==> src/rtl/sim_run_ctrl.sv <==
// sim_run_ctrl: sequences DUT reset, strap latching, firmware preload and exit-loop release, then supervises the run with a watchdog.
module sim_run_ctrl #(
  parameter int RESET_WAIT_CYCLES = 50,
  parameter int LOAD_DELAY_CYCLES = 50
) (
  input  logic        clk_i,
  input  logic        rst_i,
  input  logic        boot_sel_i,
  input  logic        exec_from_flash_i,
  input  logic        jtag_mode_i,
  input  logic [31:0] max_cycles_i,
  output logic        dut_rst_no,
  output logic        boot_sel_o,
  output logic        exec_from_flash_o,
  output logic        load_req_o,
  input  logic        load_ack_i,
  output logic        set_exit_loop_o,
  input  logic        exit_valid_i,
  input  logic [31:0] exit_value_i,
  output logic        done_o,
  output logic        pass_o,
  output logic        timeout_o,
  output logic [31:0] exit_value_o,
  output logic [31:0] cycle_cnt_o,
  output logic [2:0]  state_o
);
  typedef enum logic [2:0] {
    RESET_HOLD = 3'd0,
    LOAD_WAIT  = 3'd1,
    LOAD       = 3'd2,
    EXIT_LOOP  = 3'd3,
    RUN        = 3'd4,
    DONE       = 3'd5,
    TIMEOUT    = 3'd6
  } state_t;
  state_t      r_state, w_next;
  logic [31:0] r_phase, r_cycle_cnt, r_exit_value;
  logic        r_dut_rst_n, r_boot_sel, r_exec, r_load_req, r_set_exit;
  logic        r_done, r_pass, r_timeout;
  logic        w_counting, w_next_counting, w_expire;
  assign w_counting      = r_state inside {LOAD_WAIT, LOAD, EXIT_LOOP, RUN};
  assign w_next_counting = w_next inside {LOAD_WAIT, LOAD, EXIT_LOOP, RUN};
  assign w_expire        = w_counting && (max_cycles_i != '0) && (r_cycle_cnt >= max_cycles_i);
  always_comb begin
    w_next = r_state;
    case (r_state)
      RESET_HOLD: w_next = (r_phase == 32'(RESET_WAIT_CYCLES - 1)) ? LOAD_WAIT : RESET_HOLD;
      LOAD_WAIT:  if (r_phase == 32'(LOAD_DELAY_CYCLES - 1)) w_next = (!r_boot_sel && !jtag_mode_i) ? LOAD : RUN;
      LOAD:       w_next = load_ack_i ? EXIT_LOOP : LOAD;
      EXIT_LOOP:  w_next = RUN;
      RUN:        w_next = exit_valid_i ? DONE : RUN;
      default:    w_next = r_state;
    endcase
    // an exit strobe in RUN beats a simultaneous watchdog expiry
    if (w_expire && w_next != DONE) w_next = TIMEOUT;
  end
  always_ff @(posedge clk_i) begin
    if (rst_i) begin
      r_state      <= RESET_HOLD;
      r_phase      <= '0;
      r_cycle_cnt  <= '0;
      r_exit_value <= '0;
      r_dut_rst_n  <= 1'b0;
      r_boot_sel   <= 1'b0;
      r_exec       <= 1'b0;
      r_load_req   <= 1'b0;
      r_set_exit   <= 1'b0;
      r_done       <= 1'b0;
      r_pass       <= 1'b0;
      r_timeout    <= 1'b0;
    end else begin
      r_state     <= w_next;
      r_phase     <= (w_next == r_state && r_state inside {RESET_HOLD, LOAD_WAIT}) ? r_phase + 32'd1 : '0;
      r_dut_rst_n <= w_next != RESET_HOLD;
      r_load_req  <= w_next == LOAD;
      r_set_exit  <= w_next == EXIT_LOOP;
      r_done      <= w_next inside {DONE, TIMEOUT};
      r_timeout   <= w_next == TIMEOUT;
      if (r_state == RESET_HOLD) begin
        r_boot_sel <= boot_sel_i;
        r_exec     <= boot_sel_i & exec_from_flash_i;
      end
      if (w_counting && w_next_counting && r_cycle_cnt != '1) r_cycle_cnt <= r_cycle_cnt + 32'd1;
      if (r_state == RUN && w_next == DONE) begin
        r_exit_value <= exit_value_i;
        r_pass       <= exit_value_i == '0;
      end
    end
  end
  assign dut_rst_no        = r_dut_rst_n;
  assign boot_sel_o        = r_boot_sel;
  assign exec_from_flash_o = r_exec;
  assign load_req_o        = r_load_req;
  assign set_exit_loop_o   = r_set_exit;
  assign done_o            = r_done;
  assign pass_o            = r_pass;
  assign timeout_o         = r_timeout;
  assign exit_value_o      = r_exit_value;
  assign cycle_cnt_o       = r_cycle_cnt;
  assign state_o           = r_state;
endmodule

==> config.mk <==
export PLATFORM = sky130hd
export DESIGN_NAME = sim_run_ctrl
export DESIGN_NICKNAME = d
export VERILOG_FILES = /design/src/rtl/sim_run_ctrl.sv
export SDC_FILE = /design/constraint.sdc
export NUM_CORES = 1
export LEC_CHECK = 0
export BUFFER_PORTS_ARGS = -buffer_cell sky130_fd_sc_hd__buf_2
export CAP_MARGIN = 20
export CORE_UTILIZATION = 48
export DETAILED_ROUTE_END_ITERATION = 12
export PLACE_DENSITY = 0.82
export REMOVE_ABC_BUFFERS = 1
export SYNTH_ARGS = -nofsm -noshare
export SYNTH_HDL_FRONTEND = slang
export SYNTH_SLANG_ARGS = --single-unit
==> constraint.sdc <==
create_clock -name clk_i -period 2.75 [get_ports clk_i]
set_input_delay 0.4125 -clock clk_i [delete_from_list [all_inputs] [get_ports clk_i]]
set_output_delay 0.4125 -clock clk_i [all_outputs]
set_load 0.01 [all_outputs]
Word-level counts from Yosys, hierarchy flattened
Index checks and enable logic that the tools add are counted.
- output and inout port bits: 75
- register bits after elaboration: 107
- input bits: 71
- logic and storage cells: 57
- bitwise gates (word level): 2
- mux-type cells: 7
- eq/ne operators: 14
- $lt $le $gt $ge: 1
- add/subtract/negate cells: 2
- reduce and logical (&&, ||, !) cells: 19
- operators with widths (kind ; number):
    $add 32x1->32 const B ; 2
    $eq 32x6->1 const B ; 1
    $ge 32x32->1 ; 1
    $logic_not 32->1 ; 1
    $ne 32x32->1 const B ; 1
    $reduce_bool 32->1 ; 1
    $pmux 3 s5 ; 1
    $eq 3x2->1 const B ; 4
    $eq 3x3->1 const B ; 4
    $mux 3 ; 3
    $logic_and 1x1->1 ; 8
    $reduce_bool 4->1 ; 2
    $eq 3x1->1 const B ; 2
    $reduce_bool 2->1 ; 2
    $eq 3x3->1 ; 1
    $logic_not 3->1 ; 1
    $mux 1 ; 3
    $ne 3x3->1 const B ; 1
    $reduce_bool 3->1 ; 1
    $logic_not 1->1 ; 2
    $reduce_or 2->1 ; 1
    $and 1x1->1 ; 1
    $not 1->1 ; 1

Depth between registers and ports, before layout
Gate-level depths: netlist (run 1).
- depth after elaboration: 12
- depth in mapped cells: 12
- depth with buffers taken out: 9

Worst setup path after synthesis (run 1)
Ideal clock, no wire load.
- kind: flip-flop to flip-flop
- start point: register r_cycle_cnt[0], in the netlist cycle_cnt_o[0]
- end point: register r_cycle_cnt[22], in the netlist cycle_cnt_o[22]
- period minus slack after synthesis: 2.682 ns
- cell stages (with the launch flop): 12
- library setup time: 0.121 ns
- arrival time: 2.562 ns
- path slack: 0.068 ns
- buffers on the path: 2
- data required time: 2.629 ns
- cell sequence: dfxtp_1 -> inv_1 -> ha_1 -> nand2b_1 -> a2111oi_0 -> or4b_1 -> a31o_2 -> a41oi_2 -> buf_2 -> buf_4 -> nor4_1 -> mux2_2
- word-level cells in the longest chain between the ends: 8
- elaborated cells on any way between the ends: 13
- those cells by class: 1 x add/sub; 1 x order compare; 5 x eq/ne; 1 x mux; 5 x reduce/logical
- ends and longest elaborated chain (item ; line ; source):
    start: declaration ; 37 ; logic [31:0] r_phase, r_cycle_cnt, r_exit_value;
    start signal: assignment ; 83 ; if (w_counting && w_next_counting && r_cycle_cnt != '1) r_cycle_cnt <= r_cycle_cnt + 32'd1;
    $ge 32x32->1 ; 43 ; assign w_expire = w_counting && (max_cycles_i != '0) && (r_cycle_cnt >= max_cycles_i);
    $logic_and 1x1->1 ; 43 ;
    $logic_and 1x1->1 ; 55 ; if (w_expire && w_next != DONE) w_next = TIMEOUT;
    $mux 3 ; 55 ;
    $eq 3x1->1, or another cell as far along ; 42 ; assign w_next_counting = w_next inside {LOAD_WAIT, LOAD, EXIT_LOOP, RUN};
    $reduce_bool 4->1 ; 42 ;
    $logic_and 1x1->1 (2 in a row) ; 83 ;
Several ways; a longest one is shown, not always the timed one.
A chain may end at the register's enable or synchronous reset.

Worst setup path in the final report (run 1)
- start point: register r_cycle_cnt[0], in the netlist cycle_cnt_o[0]
- end point: register r_cycle_cnt[12], in the netlist cycle_cnt_o[12]
Same word-level chain as after synthesis.

==> results of run 1 <==
==> per-stage QoR <==
step	utilization, %	area, µm²	TNS [ns]
floorplan	-	5530	-48.18
global placement	59.2	6790	0
detailed placement	59.2	6790	-1.53
CTS	61.7	7080	0
global route	62.1	7120	0
finish	62.1	7120	0
==> worst max-delay path: stages, from the launching register on <==
cell and delay, ns:
dfxtp_1 0.33, inv_1 0.06, ha_1 0.27, nand2b_1 0.16
a2111oi_2 0.34, or4b_1 0.16, a31o_2 0.17, a41oi_4 0.10
buf_12 0.20, nor4_1 0.35, mux2_2 0.37
==> what timing repair did <==
action	4_1_cts	5_1_grt
setup buffers	0	0
endpoints found under the setup margin	0	43
hold buffers	0	0
gates resized for setup	0	9
==> cell usage after synthesis, drive strengths merged (2+ instances only) <==
library cell and number:
dfxtp 107, nand2 102, a21oi 71, nor2 67
inv 36, ha 35, nand3 32, nand4 32
nor4 28, clkbuf 23, xor2 19, o21ai 14
or4 14, nor3 12, o31ai 12, buf 11
or3 11, xnor2 11, nor2b 10, and3 9
mux2 9, and4 8, and2 5, nand2b 5
mux2i 3, a211oi 2, a21o 2, a221oi 2
a22oi 2, nor3b 2, nor4b 2
==> state kept, by name, indices dropped and copies added, names as in the netlist, 3 cells and up <==
name,flops
r_phase,32
cycle_cnt_o,32
state_o,3
exit_value_o,32
==> cell type report <==
type	count	share of cell area, %
Multi-Input combinational cell	534	46.4
Sequential cell	107	30.1
Timing Repair Buffer	187	15.0
Clock buffer	12	3.60
Tap cell	143	2.51
Inverter	36	1.90
Clock inverter	4	0.475
==> cells by family (layout without fill, tap and decap cells) <==
logic type	Yosys count	in the layout	synth area share, %
flip-flops	107	107	37.7
multiplexers	12	12	2.31
AND/OR/NAND/NOR	343	343	30.8
XOR/XNOR	30	30	4.63
AO/OA/AOI/OAI	114	114	11.9
buffers and inverters	70	239	4.92
adder cells (fa/ha/maj)	35	35	7.72
==> layout by cell type, fill, tap and decap left out, types with 2 or more instances in the layout <==
cell	netlist	routed
nand3_1	32	32
clkbuf_16	0	9
buf_12	0	2
buf_4	1	39
clkinv_4	0	2
or3_1	11	11
nor3_1	10	10
nor2_2	1	2
mux2i_1	3	3
nor2_1	66	65
nor4_1	28	25
buf_2	10	145
nor3b_1	2	2
and4_1	8	8
o21ai_0	14	14
nand2b_1	5	5
nand4_1	32	32
a21o_1	2	2
nand2_1	102	102
o31ai_1	12	12
a22oi_1	2	2
mux2_2	9	9
xor2_1	19	19
dfxtp_1	107	106
clkbuf_8	0	2
a21oi_1	70	70
ha_1	35	35
inv_1	36	36
and3_1	9	9
nor4_2	0	3
or4_1	13	13
nor2b_1	10	10
and2_1	5	5
xnor2_1	11	11
==> layer usage <==
| layer | vias up | track usage, % |
|---|---|---|
| li1 | 2857 | - |
| met2 | 143 | 40.4 |
| met4 | 0 | 5.33 |
| met1 | 2605 | 31.6 |
| met3 | 15 | 4.37 |
| met5 | - | 0 |
==> power by group <==
group	total, mW	leakage, nW	internal (mW)	switching (mW)
Combinational	0.165	2.08	0.0721	0.0926
Sequential	1.56	0.863	1.55	0.00540
Clock	1.24	0.139	0.671	0.571
==> worst paths after layout <==
path                    start  slack [ns]                to
max            cycle_cnt_o[0]        0.12   cycle_cnt_o[12]
min          exit_value_i[20]        0.32  exit_value_o[20]
max reg2reg    cycle_cnt_o[0]        0.12   cycle_cnt_o[12]
min reg2reg  exit_value_o[11]        0.45  exit_value_o[11]
==> results by group, run 1 <==
Synthesis
  – Mapped Area: 5680 µm²
  – Post-synth EDFFs: 0
  – Post-Syn Instances: 711
  – Yosys synthesis warning count: 0
  – Area leader, netlist: dfxtp_1
  – Synth Register Bits: 107
  – Share of the yosys chip area belonging to registers: 37.7%
  – Fraction of registers with async set/reset: 0%
  – Main synth FF type: dfxtp_1
  – Yosys cell types: 52
  – Avg Inst Size Synth: 7.98 µm²
  – Top cells by area, synth: dfxtp_1 38%, ha_1 7.7%, nand2_1 6.7%, a21oi_1 6.2%, nor2_1 4.4%
  – Post-synth top area share: 37.7%

Place
  – Final HPWL DP: 10.9 mm
  – Placed cells: 1007
  – GPL Wtd Cong: 0.845
  – Post-Place Setup Slack: -0.0774 ns
  – Port Buffer Count: 145

Timing
  – Pins Over Slew Limit: 0
  – Slew HR: 61.1%
  – Tcrit/Tclk final: 95.7%
  – Final setup violation count: 0
  – Final hold viol count: 0
  – Minimum clock period: 2.63 ns
  – Unrepaired setup endpoints after global routing: no
  – PnR worst setup slack: 0.117 ns
  – WHS: 0.317 ns
  – Final Skew: 0.00685 ns
  – Tightest Pin Transition: 0.584 ns
  – Max Fclk: 0.380 GHz

Finish
  – Share of cells above drive strength 1: 26.0%
  – Area of the multi-input gates: 3300 µm²
  – ANT cells: 0
  – Fillers: 1018
  – Final std cells w/o fill: 1023
  – FF+latch area: 2140 µm²
  – # nets final: 981
  – Area Overhead vs Synth: 25.4%

Clock tree
  – Clk buf depth: 2
  – H-Tree Depth: 3
  – Clk_lat worst skew: 0.34 ns
  – Clk pin slew, worst setup/hold paths: 0.07 ns
  – Number of CTS-inserted buffers: 9
  – Clock sink count: 107
  – CTS tree: done
  – Clock root cell: clkbuf_16

Pwr
  – VDD IR max: 0.439 mV
  – Power density cells: 417 nW/µm²
  – Pwr Total: 2.97 mW
  – Leakage: 3.08 nW

Drt
  – Routed WL: 14.5 mm
  – WL met2: 7.00 mm
  – Drt via density: 5.49
  – Router iterations before antenna repair: 4
  – DR WL/cell: 14.1 µm
  – Initial DRC Count: 353
  – Remaining antenna violation count: 0
  – Metal-1 WL: 6.75 mm
  – Met3 wire length: 564 µm
  – Top Metal Used: met4
  – Vias: 5620
  – Number of remaining DRC errors: 0

Global routing
  – Grt total ovfl: 0
  – Largest net degree at the start of global routing: 56
  – First-pass GRT wire length: 24.3 mm
  – GRT Overall Usage: 23.9%
  – Vias in the first global route: 5178
  – Initial antenna violation count: 0

Worst setup path
  – Crit Path Category: reg2reg
  – Worst EP required: 2.98 ns
  – Worst Path Arrival: 2.87 ns
  – CP startpoint kind: flip-flop
  – Crit. End Element: flip-flop
  – Path depth of the worst reg2reg path: 10
  – Critical Path Fanout Max: 43

Die
  – Area of the core: 11500 µm²
  – I/O pin total: 146
  – Die footprint: 12300 µm²
  – Chip width: 111 µm
  – # rows: 39
  – Starting Density: 49.5%
  – Die Span Y: 111 µm

Min path
  – Min-delay worst type: in2reg
  – WHS Path Cells: 3

Run
  – # Max-Cap Violations: 0

Outcome
  – Status: finished clean
(Power assumes the default switching activity.)
==> inputs of run 2 (changes only) <==
CTS_BUF_LIST = sky130_fd_sc_hd__clkbuf_8 sky130_fd_sc_hd__clkbuf_16   (was not set)
==> results by group, run 2 (same netlist as run 1, synthesis figures left out) <==
Outcome
  – Status: finished clean (unchanged)

Worst setup path
  – Slowest CP cell: mux2_2 (unchanged)
  – Crit Path Category: reg2reg (unchanged)
  – Worst Path Arrival: 2.86 ns (was 2.87 ns)
  – Crit. End Element: flip-flop (unchanged)
  – Crit path largest cell delay: 0.37 ns (about the same)
  – Crit path cell chain: inv_1 -> ha_1 -> nand2b_1 -> a2111oi_2 -> or4b_1 -> a31o_2 -> a41oi_4 -> buf_12 -> nor4_1 -> mux2_2 (unchanged)
  – Critical Path Fanout Max: 43 (unchanged)
  – Worst EP required: 2.98 ns (about the same)
  – CP startpoint kind: flip-flop (unchanged)

Clock tree
  – H-Tree Depth: 3 (unchanged)
  – Clock root cell: clkbuf_16 (unchanged)
  – Clk_lat worst skew: 0.34 ns (about the same)
  – Number of CTS-inserted buffers: 9 (unchanged)
  – CTS tree: done (unchanged)
  – Clock sink count: 107 (unchanged)
  – Clk buf depth: 2 (unchanged)
  – Clk pin slew, worst setup/hold paths: 0.07 ns (about the same)

Place
  – GPL Wtd Cong: 0.845 (unchanged)
  – Post-Place Setup Slack: -0.0774 ns (unchanged)
  – Port Buffer Count: 145 (unchanged)
  – Final HPWL DP: 10.9 mm (unchanged)
  – Placed cells: 1007 (unchanged)

Finish
  – Area Overhead vs Synth: 25.4% (unchanged)
  – Final core utilization: 62.1% (unchanged)
  – ANT cells: 0 (unchanged)
  – Most frequent cells in the layout: 145 x buf_2, 106 x dfxtp_1, 102 x nand2_1 (unchanged)
  – # nets final: 981 (unchanged)
  – Final std cells w/o fill: 1023 (unchanged)
  – Most common cell after layout, fill and taps aside: buf_2 (unchanged)
  – Share of cells above drive strength 1: 26.0% (unchanged)

Die
  – Area of the core: 11500 µm² (unchanged)
  – Chip width: 111 µm (unchanged)
  – # rows: 39 (unchanged)
  – I/O pin total: 146 (unchanged)
  – Die footprint: 12300 µm² (unchanged)
  – Starting Density: 49.5% (unchanged)
  – Die Span Y: 111 µm (unchanged)

Drt
  – Number of remaining DRC errors: 0 (unchanged)
  – Routed WL: 14.4 mm (was 14.5 mm)
  – DR WL/cell: 14.1 µm (about the same)
  – Remaining antenna violation count: 0 (unchanged)
  – Router iterations before antenna repair: 4 (unchanged)
  – Vias: 5623 (was 5620)
  – Initial DRC Count: 353 (unchanged)
  – Drt via density: 5.50 (was 5.49)

Timing
  – PnR worst setup slack: 0.118 ns (was 0.117 ns)
  – Max Fclk: 0.380 GHz (about the same)
  – Minimum clock period: 2.63 ns (about the same)
  – Slew HR: 61.1% (about the same)
  – Pins Over Slew Limit: 0 (unchanged)
  – Final Skew: 0.00703 ns (was 0.00685 ns)
  – Final hold viol count: 0 (unchanged)
  – WHS: 0.317 ns (about the same)
  – Tightest Pin Transition: 0.584 ns (about the same)
  – Final setup violation count: 0 (unchanged)
  – Unrepaired setup endpoints after global routing: no (unchanged)
  – Tcrit/Tclk final: 95.7% (about the same)

Pwr
  – Pwr Total: 2.96 mW (was 2.97 mW)
  – Combinational Power Share: 5.6% (about the same)
  – VDD IR max: 0.439 mV (about the same)
  – Power density cells: 416 nW/µm² (was 417 nW/µm²)
  – Sw power: 0.669 mW (about the same)
  – Sw Ratio: 22.6% (about the same)
  – Internal Pwr Total: 2.29 mW (was 2.30 mW)
  – Leakage: 3.09 nW (was 3.08 nW)
  – Clock power frac: 41.8% (was 41.9%)
  – Flop pwr share: 52.6% (about the same)

Global routing
  – Initial antenna violation count: 0 (unchanged)
  – Vias in the first global route: 5178 (unchanged)
  – First-pass GRT wire length: 24.3 mm (unchanged)
  – Grt total ovfl: 0 (unchanged)
  – GRT Overall Usage: 23.9% (unchanged)
  – Largest net degree at the start of global routing: 56 (unchanged)

Min path
  – Min-delay worst type: in2reg (unchanged)

Run
  – # Max-Cap Violations: 0 (unchanged)
run 2: metrics by stage:
stage | TNS (ns) | area (µm²)
2_1_floorplan | -48.18 | 5530
3_3_place_gp | 0 | 6790
3_5_place_dp | -1.53 | 6790
4_1_cts | 0 | 7080
5_1_grt | 0 | 7120
6_report | 0 | 7120
run 2: power groups by stage:
stage / sequential [mW] / combinational, mW / clock, mW
detailed placement: 1.59 / 0.160 / 0
finish: 1.56 / 0.165 / 1.24
floorplan: 1.59 / 0.0548 / 0
global placement: 1.59 / 0.158 / 0
global route: 1.56 / 0.184 / 1.34
CTS: 1.56 / 0.161 / 1.27
run 2: critical path, delay by kind of cell (launching register included):
| family | cells | cell delay (ns) |
|---|---|---|
| AND/OR/NAND/NOR | 3 | 0.67 |
| AO/OA/AOI/OAI | 3 | 0.61 |
| adder cells (fa/ha/maj) | 1 | 0.27 |
| buffers and inverters | 2 | 0.26 |
| flip-flops | 1 | 0.33 |
| multiplexers | 1 | 0.37 |
run 2: final timing paths:
check	slack (ns)	cells past startpoint	from	endpoint
worst max-delay path	0.12	10	cycle_cnt_o[0]	cycle_cnt_o[12]
worst min-delay path	0.32	3	exit_value_i[20]	exit_value_o[20]
worst max register to register	0.12	10	cycle_cnt_o[0]	cycle_cnt_o[12]
worst min register to register	0.45	2	exit_value_o[11]	exit_value_o[11]
run 2: timing repair:
item,CTS,global route
hold buffers,0,0
endpoints found under the hold margin,0,0
resized for setup,0,9
setup endpoints to repair,0,43
setup buffers,0,0
run 2: layout make-up:
type | instances | area, µm²
clock inverters | 5 | 37.5
clock buffers | 11 | 253
inverters | 36 | 135
multi-input cells | 534 | 3300
repair buffers | 187 | 1070
well taps | 143 | 179
fillers | 1018 | 4350
flip-flops and latches | 107 | 2140
run 2: metal layers:
layer	vias up	global-route usage, %	part of all wire, %
met1	2617	31.6	47
met3	15	4.37	3.8
met4	0	5.33	1.1
met2	136	40.4	49
li1	2855	-	-
met5	-	0	0
